**config.mk**
```make
export PLATFORM = sky130hd
export DESIGN_NAME = hilo_mdu_ctrl
export DESIGN_NICKNAME = d
export VERILOG_FILES = /design/src/rtl/hilo_mdu_ctrl.sv
export SDC_FILE = /design/constraint.sdc
export NUM_CORES = 1
export LEC_CHECK = 0
export ABC_AREA = 1
export ABC_CLOCK_PERIOD_IN_PS = 3500
export CORE_ASPECT_RATIO = 0.6
export CORE_MARGIN = 5
export CORE_UTILIZATION = 40
export CTS_CLUSTER_DIAMETER = 50
export DETAILED_ROUTE_END_ITERATION = 6
export SLEW_MARGIN = 20
export SYNTH_ARGS = -nofsm -noshare
export SYNTH_HDL_FRONTEND = slang
export SYNTH_SLANG_ARGS = --single-unit
export TNS_END_PERCENT = 20
```
**constraint.sdc**
```tcl
create_clock -name clk -period 3.5 [get_ports clk]
set_clock_uncertainty 0.15 [all_clocks]
set_input_delay 0.7 -clock clk [delete_from_list [all_inputs] [get_ports clk]]
set_output_delay 0.7 -clock clk [all_outputs]
set_load 0.05 [all_outputs]
```
**src/rtl/hilo_mdu_ctrl.sv**
```systemverilog
// Iterative MIPS multiply/divide unit owning HI/LO. It runs one radix-2 step per cycle
// and stalls the pipeline while a consumer would see an unfinished result.
module hilo_mdu_ctrl #(
  parameter int unsigned WIDTH = 32
) (
  input  logic             clk,
  input  logic             rst,
  input  logic             start,
  input  logic [1:0]       op,
  input  logic [WIDTH-1:0] a,
  input  logic [WIDTH-1:0] b,
  input  logic             flush,
  input  logic             rd_hilo,
  input  logic             hilo_sel,
  output logic             busy,
  output logic             stall,
  output logic             done,
  output logic [WIDTH-1:0] hi,
  output logic [WIDTH-1:0] lo,
  output logic [WIDTH-1:0] rd_data
);

  localparam int unsigned CW = $clog2(WIDTH);
  localparam logic [CW-1:0] LastCnt = CW'(WIDTH - 1);

  typedef enum logic [1:0] {StIdle, StRun, StSign} state_e;

  state_e             state_q, state_d;
  logic [CW-1:0]      count_q, count_d;
  logic [2*WIDTH-1:0] acc_q, acc_d;
  logic [WIDTH-1:0]   rem_q, rem_d;
  logic [WIDTH-1:0]   opnd_q, opnd_d;
  logic [WIDTH-1:0]   hi_q, hi_d;
  logic [WIDTH-1:0]   lo_q, lo_d;
  logic               is_div_q, is_div_d;
  logic               neg_res_q, neg_res_d;
  logic               neg_rem_q, neg_rem_d;
  logic               dz_q, dz_d;
  logic               done_q, done_d;

  logic               a_neg, b_neg;
  logic [WIDTH-1:0]   a_mag, b_mag;
  logic [WIDTH-1:0]   add_op;
  logic [WIDTH:0]     sum;
  logic [WIDTH:0]     shifted;
  logic               ge;
  logic [WIDTH-1:0]   rem_sub;
  logic [2*WIDTH-1:0] prod_fix;
  logic [WIDTH-1:0]   quot_fix;
  logic [WIDTH-1:0]   rem_fix;

  assign a_neg = op[0] & a[WIDTH-1];
  assign b_neg = op[0] & b[WIDTH-1];
  assign a_mag = a_neg ? -a : a;
  assign b_mag = b_neg ? -b : b;

  // Multiply step: acc = {partial product, remaining multiplier bits}
  assign add_op = acc_q[0] ? opnd_q : '0;
  assign sum    = {1'b0, acc_q[2*WIDTH-1:WIDTH]} + {1'b0, add_op};

  // Divide step: the remainder is always below the divisor, so the
  // subtraction result fits in WIDTH bits.
  assign shifted = {rem_q, acc_q[WIDTH-1]};
  assign ge      = shifted >= {1'b0, opnd_q};
  assign rem_sub = shifted[WIDTH-1:0] - opnd_q;

  // A zero divisor leaves the quotient as all ones regardless of signs.
  assign prod_fix = neg_res_q ? -acc_q : acc_q;
  assign quot_fix = (neg_res_q && !dz_q) ? -acc_q[WIDTH-1:0] : acc_q[WIDTH-1:0];
  assign rem_fix  = neg_rem_q ? -rem_q : rem_q;

  always_comb begin
    state_d   = state_q;
    count_d   = count_q;
    acc_d     = acc_q;
    rem_d     = rem_q;
    opnd_d    = opnd_q;
    hi_d      = hi_q;
    lo_d      = lo_q;
    is_div_d  = is_div_q;
    neg_res_d = neg_res_q;
    neg_rem_d = neg_rem_q;
    dz_d      = dz_q;
    done_d    = 1'b0;
    case (state_q)
      StIdle: begin
        if (start && !flush) begin
          state_d   = StRun;
          count_d   = '0;
          is_div_d  = op[1];
          neg_res_d = a_neg ^ b_neg;
          neg_rem_d = a_neg;
          dz_d      = op[1] & (b == '0);
          rem_d     = '0;
          if (op[1]) begin
            opnd_d = b_mag;
            acc_d  = {{WIDTH{1'b0}}, a_mag};
          end else begin
            opnd_d = a_mag;
            acc_d  = {{WIDTH{1'b0}}, b_mag};
          end
        end
      end
      StRun: begin
        if (flush) begin
          state_d = StIdle;
        end else begin
          if (is_div_q) begin
            rem_d              = ge ? rem_sub : shifted[WIDTH-1:0];
            acc_d[WIDTH-1:0]   = {acc_q[WIDTH-2:0], ge};
          end else begin
            acc_d = {sum, acc_q[WIDTH-1:1]};
          end
          count_d = count_q + 1'b1;
          if (count_q == LastCnt) state_d = StSign;
        end
      end
      StSign: begin
        state_d = StIdle;
        if (!flush) begin
          done_d = 1'b1;
          if (is_div_q) begin
            hi_d = rem_fix;
            lo_d = quot_fix;
          end else begin
            {hi_d, lo_d} = prod_fix;
          end
        end
      end
      default: state_d = StIdle;
    endcase
  end

  always_ff @(posedge clk or negedge rst) begin
    if (!rst) begin
      state_q   <= StIdle;
      count_q   <= '0;
      acc_q     <= '0;
      rem_q     <= '0;
      opnd_q    <= '0;
      hi_q      <= '0;
      lo_q      <= '0;
      is_div_q  <= 1'b0;
      neg_res_q <= 1'b0;
      neg_rem_q <= 1'b0;
      dz_q      <= 1'b0;
      done_q    <= 1'b0;
    end else begin
      state_q   <= state_d;
      count_q   <= count_d;
      acc_q     <= acc_d;
      rem_q     <= rem_d;
      opnd_q    <= opnd_d;
      hi_q      <= hi_d;
      lo_q      <= lo_d;
      is_div_q  <= is_div_d;
      neg_res_q <= neg_res_d;
      neg_rem_q <= neg_rem_d;
      dz_q      <= dz_d;
      done_q    <= done_d;
    end
  end

  assign busy    = (state_q != StIdle);
  assign stall   = busy & (start | rd_hilo);
  assign done    = done_q;
  assign hi      = hi_q;
  assign lo      = lo_q;
  assign rd_data = hilo_sel ? hi_q : lo_q;

endmodule
```
* After elaboration in Yosys (flattened, before gate mapping)
Index checks and enable logic that the tools add are counted.
** Word-level totals
- Flip-flop bits (word level) :: 204
- Word-level logic and storage cells :: 81
** Operators by class
- Eq/ne operators :: 8
- Order comparisons :: 1
- Add/sub/neg operators :: 8
- Bitwise logic cells :: 7
- Reductions and logical operators :: 14
- Muxes and demuxes :: 30
** Operators with widths (count)
- $mux 32 :: 16
- $mux 64 :: 3
- $neg 32->32 :: 4
- $pmux 64 s2 :: 1
- $neg 64->64 :: 1
- $pmux 32 s2 :: 1
- $add 32x32->33 :: 1
- $ge 33x32->1 :: 1
- $logic_not 32->1 :: 1
- $sub 32x32->32 :: 1
- $mux 5 :: 2
- $pmux 5 s2 :: 1
- $ne 2x2->1 const B :: 4
- $reduce_and 4->1 :: 2
- $mux 2 :: 3
- $reduce_and 2->1 :: 3
- $add 5x1->5 const B :: 1
- $eq 5x5->1 const B :: 1
- $and 1x1->1 :: 4
- $pmux 2 s2 :: 1
- $reduce_bool 2->1 :: 2
- $ne 3x3->1 const B :: 1
- $reduce_and 3->1 :: 1
- $eq 2x1->1 const B :: 1
- other kinds (8) :: 11

* Logic depth before layout (Yosys ltp)
Gate-level depths: netlist of run 1.
- Word-level depth :: 5
- Depth in mapped cells :: 17

* Worst setup path after synthesis of run 1
OpenSTA, ideal clock, no wires.
- Path type :: input to output
- Start :: input hilo_sel
- End :: output rd_data[30]
- Path slack :: 479 ps
- Data arrival time :: 2171 ps
- Cell stages on the path :: 3
- Required time :: 2650 ps
- Cell sequence :: clkbuf_1 -> clkbuf_1 -> o21ai_0
** Between the ends
- Word-level cells in the longest chain between the ends :: 1
** Ends and longest elaborated chain
- from (decl) :: line 14 : input logic hilo_sel,
- $mux 32 :: line 169 : assign rd_data = hilo_sel ? hi_q : lo_q;
- to (decl) :: line 20 : output logic [WIDTH-1:0] rd_data
No other way between the ends.

* Worst setup path after layout of run 1
- Start :: register acc_q[0]
- End :: register acc_q[46]
** Between the ends
- Word-level cells in the longest chain between the ends :: 5
** Ends and longest elaborated chain
- from (decl) :: line 30 : logic [2*WIDTH-1:0] acc_q, acc_d;
- from (signal assigned) :: line 138 : acc_q <= '0;
- from (signal assigned) :: line 151 : acc_q <= acc_d;
- $mux 32 :: line 58 : assign add_op = acc_q[0] ? opnd_q : '0;
- $add 32x32->33 :: line 59 : assign sum = {1'b0, acc_q[2*WIDTH-1:WIDTH]} + {1'b0, add_op};
- $mux 32 :: line 108 : if (is_div_q) begin
- $mux 64 :: line 105 : if (flush) begin
- $pmux 64 s2 :: line 85 : case (state_q)
No other way between the ends. The select of a mux whose other input is x is not followed.
A chain may end at the register's enable or synchronous reset.

==> results of run 1 <==
[through the flow]
stage               worst slack (ns)  hold slack, ns  util (%)
finish                         0.283         -0.0233      48.0
global route                  0.0872          0.0362      48.0
CTS                            0.450        0.000646      48.0
detailed placement             0.259           0.348      46.1
global placement               0.337           0.348      46.1
floorplan                      0.479           0.254         -
[Yosys cell counts, types with 12 or more instances]
master | instances | area share (%)
o221ai_1 | 13 | 0.58
nor2_1 | 393 | 7.6
clkbuf_1 | 83 | 1.6
ha_1 | 70 | 4.5
dfrtp_1 | 204 | 26
xnor2_1 | 28 | 1.3
a22oi_1 | 20 | 0.77
nand3b_1 | 23 | 0.89
xor2_1 | 39 | 1.8
a21oi_1 | 136 | 3.5
o211ai_1 | 30 | 1.2
or2_2 | 13 | 0.42
a21boi_0 | 32 | 1.2
a221oi_1 | 31 | 1.4
nor3_1 | 23 | 0.59
nand3_1 | 334 | 8.6
o21ai_0 | 169 | 4.3
inv_1 | 420 | 8.1
nand2_1 | 1062 | 20
nand4_1 | 43 | 1.4
o22ai_1 | 12 | 0.38
buf_2 | 12 | 0.31
[path summary, 6_finish.rpt]
kind | end | cells past startpoint | startpoint | slack [ns]
max | acc_q[46] | 11 | acc_q[0] | 0.28
min | acc_q[50] | 1 | rst | -0.02
max reg2reg | acc_q[46] | 11 | acc_q[0] | 0.28
min reg2reg | hi[29] | 2 | hi[29] | 0.36
max in group asynchronous | acc_q[40] | 2 | rst | 2.39
min in group clk | hi[29] | 2 | hi[29] | 0.36
[critical path: stages (launching register included)]
cell      delay [ns]
dfrtp_1         0.56
buf_4           0.25
nand2_1         0.07
inv_1           0.06
ha_1            0.26
a21oi_1         0.41
a21boi_0        0.22
nand2_1         0.18
nand2_1         0.11
nand2_1         0.13
o21ai_0         0.49
o21ai_0         0.17
[area by class of cell]
type                       count  area (um^2)  share of cell area [%]
clock buffer                  32          714                    3.10
clock inverter                15          229                   0.993
inverter                     427         1600                    6.95
multi-input combinational   2540        12400                    53.9
sequential                   204         5100                    22.1
tap                          640          801                    3.47
timing repair buffer         232         2190                    9.49
[power groups by stage]
stage	logic, mW	clock network (mW)	registers, mW
finish	5.16	3.06	3.28
CTS	5.02	3.07	3.25
global placement	4.98	0	3.29
detailed placement	4.99	0	3.29
global route	5.63	3.19	3.30
floorplan	3.14	0	3.14
[registers in the layout, indices dropped and copies added, names as in the netlist, 2 cells and up]
name     flops
lo          32
acc_q       64
state_q      2
rem_q       32
count_q      5
opnd_q      32
hi          32
[cell families after synthesis]
family / Yosys count
AND/OR/NAND/NOR: 1915
buffers and inverters: 532
AO/OA/AOI/OAI: 483
flip-flops: 204
adder cells (fa/ha/maj): 72
XOR/XNOR: 67
multiplexers: 3
[per-layer routing]
metal  vias to the layer above  GRT usage [%]  wire length (um)
li1                      10900              -                 -
met1                     11000           49.8             42100
met2                      1125           45.4             35900
met3                       130           13.1             11900
met4                         6           7.16              2290
met5                         -              0                53
[cells in the final DEF, fill, tap and decap left out, drive strengths merged, types with 26 or more instances in the layout]
master and n:
nand2 1064, a21boi 32, o211ai 30, inv 429
nand3 334, o21ai 173, ha 70, clkbuf 32
clkdlybuf4s50 147, nand4 43, dfrtp 204, xor2 39
nor2 397, a21oi 136, nor3 26, buf 85
xnor2 28, a221oi 31
==> out/qor.csv, run 1 <==
stage,metric,value,unit
pwr,combinational power share,44.9,%
global_route,grt ovf,0,
yosys,synth unique cells,45,
yosys,"Avg Cell Area, Syn",5.95,um^2
cells_and_area,fin nets,3575,
timing,Slew Limit Fails,0,
clocking,post-CTS setup buffers,0,
worst_setup_path,critical path arrival,3.48,ns
yosys,cell count after synthesis,3276,
clocking,Root Driver,clkbuf_16,
global_route,number of global-route vias before repair,21300,
place,GP Congestion,1.02,
pwr,Sw Ratio,47.0,%
cells_and_area,Non-Filler Instances,4090,
routing,Initial DRC Count,2762,
timing,unrepaired setup endpoints after global routing,false,
clocking,Max clock buf depth,3,
yosys,Post-Synth XOR/XNOR Area,3.01,%
routing,DRC viols,0,
routing,Vias,23200,
yosys,Syn Nets,3420,
place,dpl cells,4043,
pwr,clock power share,26.6,%
global_route,antenna violations before repair,3,
routing,drt wl/cell,22.6,um
timing,Max transition margin,50.8,%
routing,Routed Antenna Nets,0,
timing,Tightest Pin Transition,0.731,ns
pwr,Tot Pwr,11.5,mW
clocking,TritonCTS Buffers,26,
yosys,post-synthesis compound-gate area fraction,14.9,%
worst_setup_path,CP Max Fanout,10,
timing,period utilization,91.9,%
pwr,PwrDens,499,nW/um^2
cells_and_area,ANT cells,0,
floorplan,die width,295,um
yosys,asr flop ratio synth,100,%
timing,final setup TNS,0,ns
job,max-cap violation count,0,
floorplan,I/O pin count,171,
yosys,"Primary FF master, synth",dfrtp_1,
yosys,multiplexer share of the synthesized area,0.173,%
yosys,Synth Area in Adders,4.70,%
cells_and_area,Final Instance Area,23100,um^2
floorplan,core area,48000,um^2
clocking,Sink Count,204,
pwr,Peak VDD IR,0.352,mV
outcome,status,"finished, violations left",
yosys,Post-synth EDFFs,0,
yosys,post-synthesis simple-gate area fraction,40.7,%
pwr,cell-internal power,6.10,mW
yosys,largest family of logic cells by synthesized area,simple AND/OR/NAND/NOR gates,
clocking,TritonCTS clock tree,done,
pwr,Psw,5.40,mW
floorplan,Die Height,181,um
clocking,"Clk Latency, worst-skew pair",0.57,ns
place,DP Area,22100,um^2
floorplan,Rows,62,
timing,hold_ws,-0.0233,ns
routing,WL final,92300,um
worst_setup_path,crit path kind,reg2reg,
yosys,Mapped Area,19500,um^2
global_route,total track usage,33.4,%
outcome,failing checks,hold timing,
worst_setup_path,Worst setup SP type,flop,
routing,DRT Pass-1 Iters,6,
pwr,leakage power,12.0,nW
clocking,hold buffers post-CTS,0,
yosys,YS warnings,0,
routing,detailed-route vias per instance,5.68,
timing,endpoints failing setup,0,
floorplan,initial core utilization,40.6,%
clocking,H-tree depth,1,
min_path,Hold Crit Class,in2async,
timing,Fin. Hold Viols,14,
place,dpl hpwl,75900,um
timing,min cycle time layout,3.22,ns
floorplan,Die ar.,53400,um^2
yosys,"Seq/Total Area, Yosys",26.2,%
pwr,sequential power share,28.5,%
cells_and_area,layout cells sized above 1,4.81,%
clocking,"Reg clk slew, reported paths",0.06,ns
yosys,#FFs+latches synth,204,
worst_setup_path,critical path capture point type,flop,
global_route,largest net degree at the start of global routing,75,
cells_and_area,Layout Area Growth over Synthesis,18.3,%
global_route,first-pass GRT wire length,137000,um
cells_and_area,Fill cells,5048,
timing,Max Fclk,0.311,GHz
clocking,Post-CTS Resized,0,
worst_setup_path,Worst Path Required,3.76,ns
place,port bufs,170,
Note: power is estimated with default switching activity, not from simulation.
==> run 2: changes to the inputs <==
--- a/config.mk
+++ b/config.mk
@@ -12,8 +12,9 @@
 export CORE_UTILIZATION = 40
 export CTS_CLUSTER_DIAMETER = 50
 export DETAILED_ROUTE_END_ITERATION = 6
+export RECOVER_POWER = 25
 export SLEW_MARGIN = 20
 export SYNTH_ARGS = -nofsm -noshare
 export SYNTH_HDL_FRONTEND = slang
 export SYNTH_SLANG_ARGS = --single-unit
-export TNS_END_PERCENT = 20
+export TNS_END_PERCENT = 50
==> run 2 against run 1 <==
Compared with the run above:
- the flow finishes with violations (capacitance limit, slew limit)
- sequential power barely moved
- largest cell class unchanged
- largest power group unchanged
- sequential share of layout area about the same
- die area unchanged
- critical endpoint is now acc_q[40]
==> out/qor.csv, run 2 (synthesis results as in run 1) <==
stage,metric,value,unit,change
cells_and_area,"commonest non-fill, non-tap cell in the layout",nand2_1,,unchanged
clocking,Post-CTS Resized,0,,unchanged
global_route,antenna violations before repair,3,,unchanged
worst_setup_path,Worst Setup SP,acc_q[0],,unchanged
timing,hold_ws,0.365,ns,was -0.0233 ns
pwr,clock power share,26.6,%,about the same
cells_and_area,Layout Area Growth over Synthesis,18.2,%,was 18.3%
pwr,Sw Ratio,47.0,%,about the same
routing,Vias,23200,,about the same
clocking,Root Driver,clkbuf_16,,unchanged
clocking,Sink Count,204,,unchanged
cells_and_area,Storage cell area,5100,um^2,unchanged
routing,DRC viols,0,,unchanged
cells_and_area,most frequent cells in the layout,"nand2_1 (1062), inv_1 (419), nor2_1 (391)",,unchanged
clocking,TritonCTS clock tree,done,,unchanged
cells_and_area,Final Instance Area,23100,um^2,about the same
place,DP Area,22100,um^2,unchanged
timing,endpoints failing setup,0,,unchanged
floorplan,initial core utilization,40.6,%,unchanged
floorplan,I/O pin count,171,,unchanged
floorplan,core area,48000,um^2,unchanged
cells_and_area,Fill cells,5049,,was 5048
worst_setup_path,CP Max Fanout,10,,unchanged
routing,drt wl/cell,22.5,um,was 22.6 um
cells_and_area,fin nets,3575,,unchanged
routing,DRT Pass-1 Iters,6,,unchanged
cells_and_area,layout cells sized above 1,4.78,%,was 4.81%
timing,period utilization,90.8,%,was 91.9%
cells_and_area,ANT cells,0,,unchanged
floorplan,Die ar.,53400,um^2,unchanged
global_route,largest net degree at the start of global routing,75,,unchanged
timing,unrepaired setup endpoints after global routing,false,,unchanged
worst_setup_path,worst r2r src,acc_q[0],,unchanged
global_route,first-pass GRT wire length,137000,um,unchanged
global_route,total track usage,33.4,%,unchanged
cells_and_area,Multi-input gate area,12400,um^2,unchanged
worst_setup_path,CP max stage cell,dfrtp_1,,unchanged
worst_setup_path,Worst Path Required,3.77,ns,was 3.76 ns
clocking,"Reg clk slew, reported paths",0.07,ns,was 0.06 ns
pwr,sequential power share,28.5,%,about the same
clocking,"Clk Latency, worst-skew pair",0.57,ns,about the same
timing,Slew Limit Fails,73,,was 0
clocking,hold buffers post-CTS,0,,unchanged
timing,final setup TNS,0,ns,unchanged
timing,Max transition margin,-49.4,%,was 50.8%
pwr,cell-internal power,6.10,mW,about the same
floorplan,Die Height,181,um,unchanged
min_path,Hold Path Origin,hi[29],,
routing,Routed Antenna Nets,0,,unchanged
min_path,Hold Crit Class,reg2reg,,was in2async
routing,WL final,92200,um,was 92300 um
pwr,leakage power,12.0,nW,about the same
place,GP Congestion,1.02,,unchanged
job,max-cap violation count,1,,was 0
floorplan,die width,295,um,unchanged
outcome,status,"finished, violations left",,unchanged
worst_setup_path,crit path kind,reg2reg,,unchanged
timing,min cycle time layout,3.18,ns,was 3.22 ns
worst_setup_path,Top delay family on crit path,compound AO/OA/AOI/OAI gates,,unchanged
clocking,TritonCTS Buffers,26,,unchanged
routing,detailed-route vias per instance,5.67,,was 5.68
floorplan,Rows,62,,unchanged
worst_setup_path,crit path buf inv count,3,,was 2
timing,Fin. Hold Viols,0,,was 14
worst_setup_path,critical path arrival,3.44,ns,was 3.48 ns
worst_setup_path,"slowest stage delay, CP",0.56,ns,about the same
routing,Initial DRC Count,2785,,was 2762
place,port bufs,170,,unchanged
global_route,grt ovf,0,,unchanged
worst_setup_path,critical path cell sequence,buf_4 > nand2_1 > inv_1 > ha_1 > a21oi_1 > o21ai_1 > a21oi_1 > inv_1 > nand2_1 > nand2_1 > o21ai_0 > o21ai_0,,was buf_4 > nand2_1 > inv_1 > ha_1 > a21oi_1 > a21boi_0 > nand2_1 > nand2_1 > nand2_1 > o21ai_0 > o21ai_0
worst_setup_path,Worst setup SP type,flop,,unchanged
pwr,Peak VDD IR,0.353,mV,was 0.352 mV
clocking,Max clock buf depth,3,,unchanged
cells_and_area,Reg with most FFs,acc_q,,unchanged
timing,Tightest Pin Transition,2.24,ns,was 0.731 ns
clocking,H-tree depth,1,,unchanged
worst_setup_path,critical path capture point type,flop,,unchanged
timing,Max Fclk,0.315,GHz,was 0.311 GHz
clocking,post-CTS setup buffers,0,,unchanged
global_route,number of global-route vias before repair,21300,,unchanged
cells_and_area,"flip-flop count of the largest register, all copies and words added",64,,unchanged
pwr,combinational power share,44.8,%,was 44.9%
pwr,PwrDens,499,nW/um^2,about the same
pwr,Psw,5.40,mW,about the same
outcome,failing checks,"capacitance limit, slew limit",,was hold timing
worst_setup_path,Crit path top cell by count,nand2_1,,unchanged
place,dpl hpwl,75900,um,unchanged
-- run 2: final timing paths --
check	end	slack [ns]	depth (start not counted)
worst min register to register	hi[29]	0.37	2
worst max register to register	acc_q[40]	0.32	12
worst max-delay path	acc_q[40]	0.32	12
max in group asynchronous	opnd_q[21]	1.17	2
min in group asynchronous	acc_q[50]	0.63	1
worst min-delay path	hi[29]	0.37	2
-- run 2: metrics by stage --
step	utilization (%)	cells	total power [mW]	setup WS [ns]
after detailed placement	46.1	4043	8.28	0.259
final	48.0	4090	11.5	0.322
after floorplan	-	3276	6.28	0.479
after global routing	48.0	4090	12.1	0.0872
after global placement	46.1	4043	8.26	0.337
after CTS	48.0	4090	11.3	0.450
-- run 2: area by class of cell --
type | instances | share of cell area, %
multi-input cells | 2540 | 53.9
flip-flops and latches | 204 | 22.1
repair buffers | 232 | 9.44
inverters | 427 | 6.95
well taps | 640 | 3.47
clock buffers | 32 | 3.10
clock inverters | 15 | 0.993
-- run 2: power by group through the flow --
| stage | registers [mW] | logic, mW | clock network (mW) |
|---|---|---|---|
| 3_5_place_dp | 3.29 | 4.99 | 0 |
| 3_3_place_gp | 3.29 | 4.98 | 0 |
| 5_1_grt | 3.30 | 5.63 | 3.19 |
| 2_1_floorplan | 3.14 | 3.14 | 0 |
| 4_1_cts | 3.25 | 5.02 | 3.07 |
| 6_report | 3.28 | 5.16 | 3.06 |
-- run 2: worst min-delay path, delay by kind of cell, from the launching register on --
family           cells  cell delay [ns]
AND/OR/NAND/NOR      2             0.12
flip-flops           1             0.36
-- run 2: layer usage --
layer | part of all wire [%] | vias up | track usage (%)
met5 | 0.056 | - | 0
met4 | 2.5 | 6 | 7.16
met1 | 45 | 11000 | 49.8
li1 | - | 10900 | -
met3 | 13 | 123 | 13.1
met2 | 39 | 1155 | 45.4
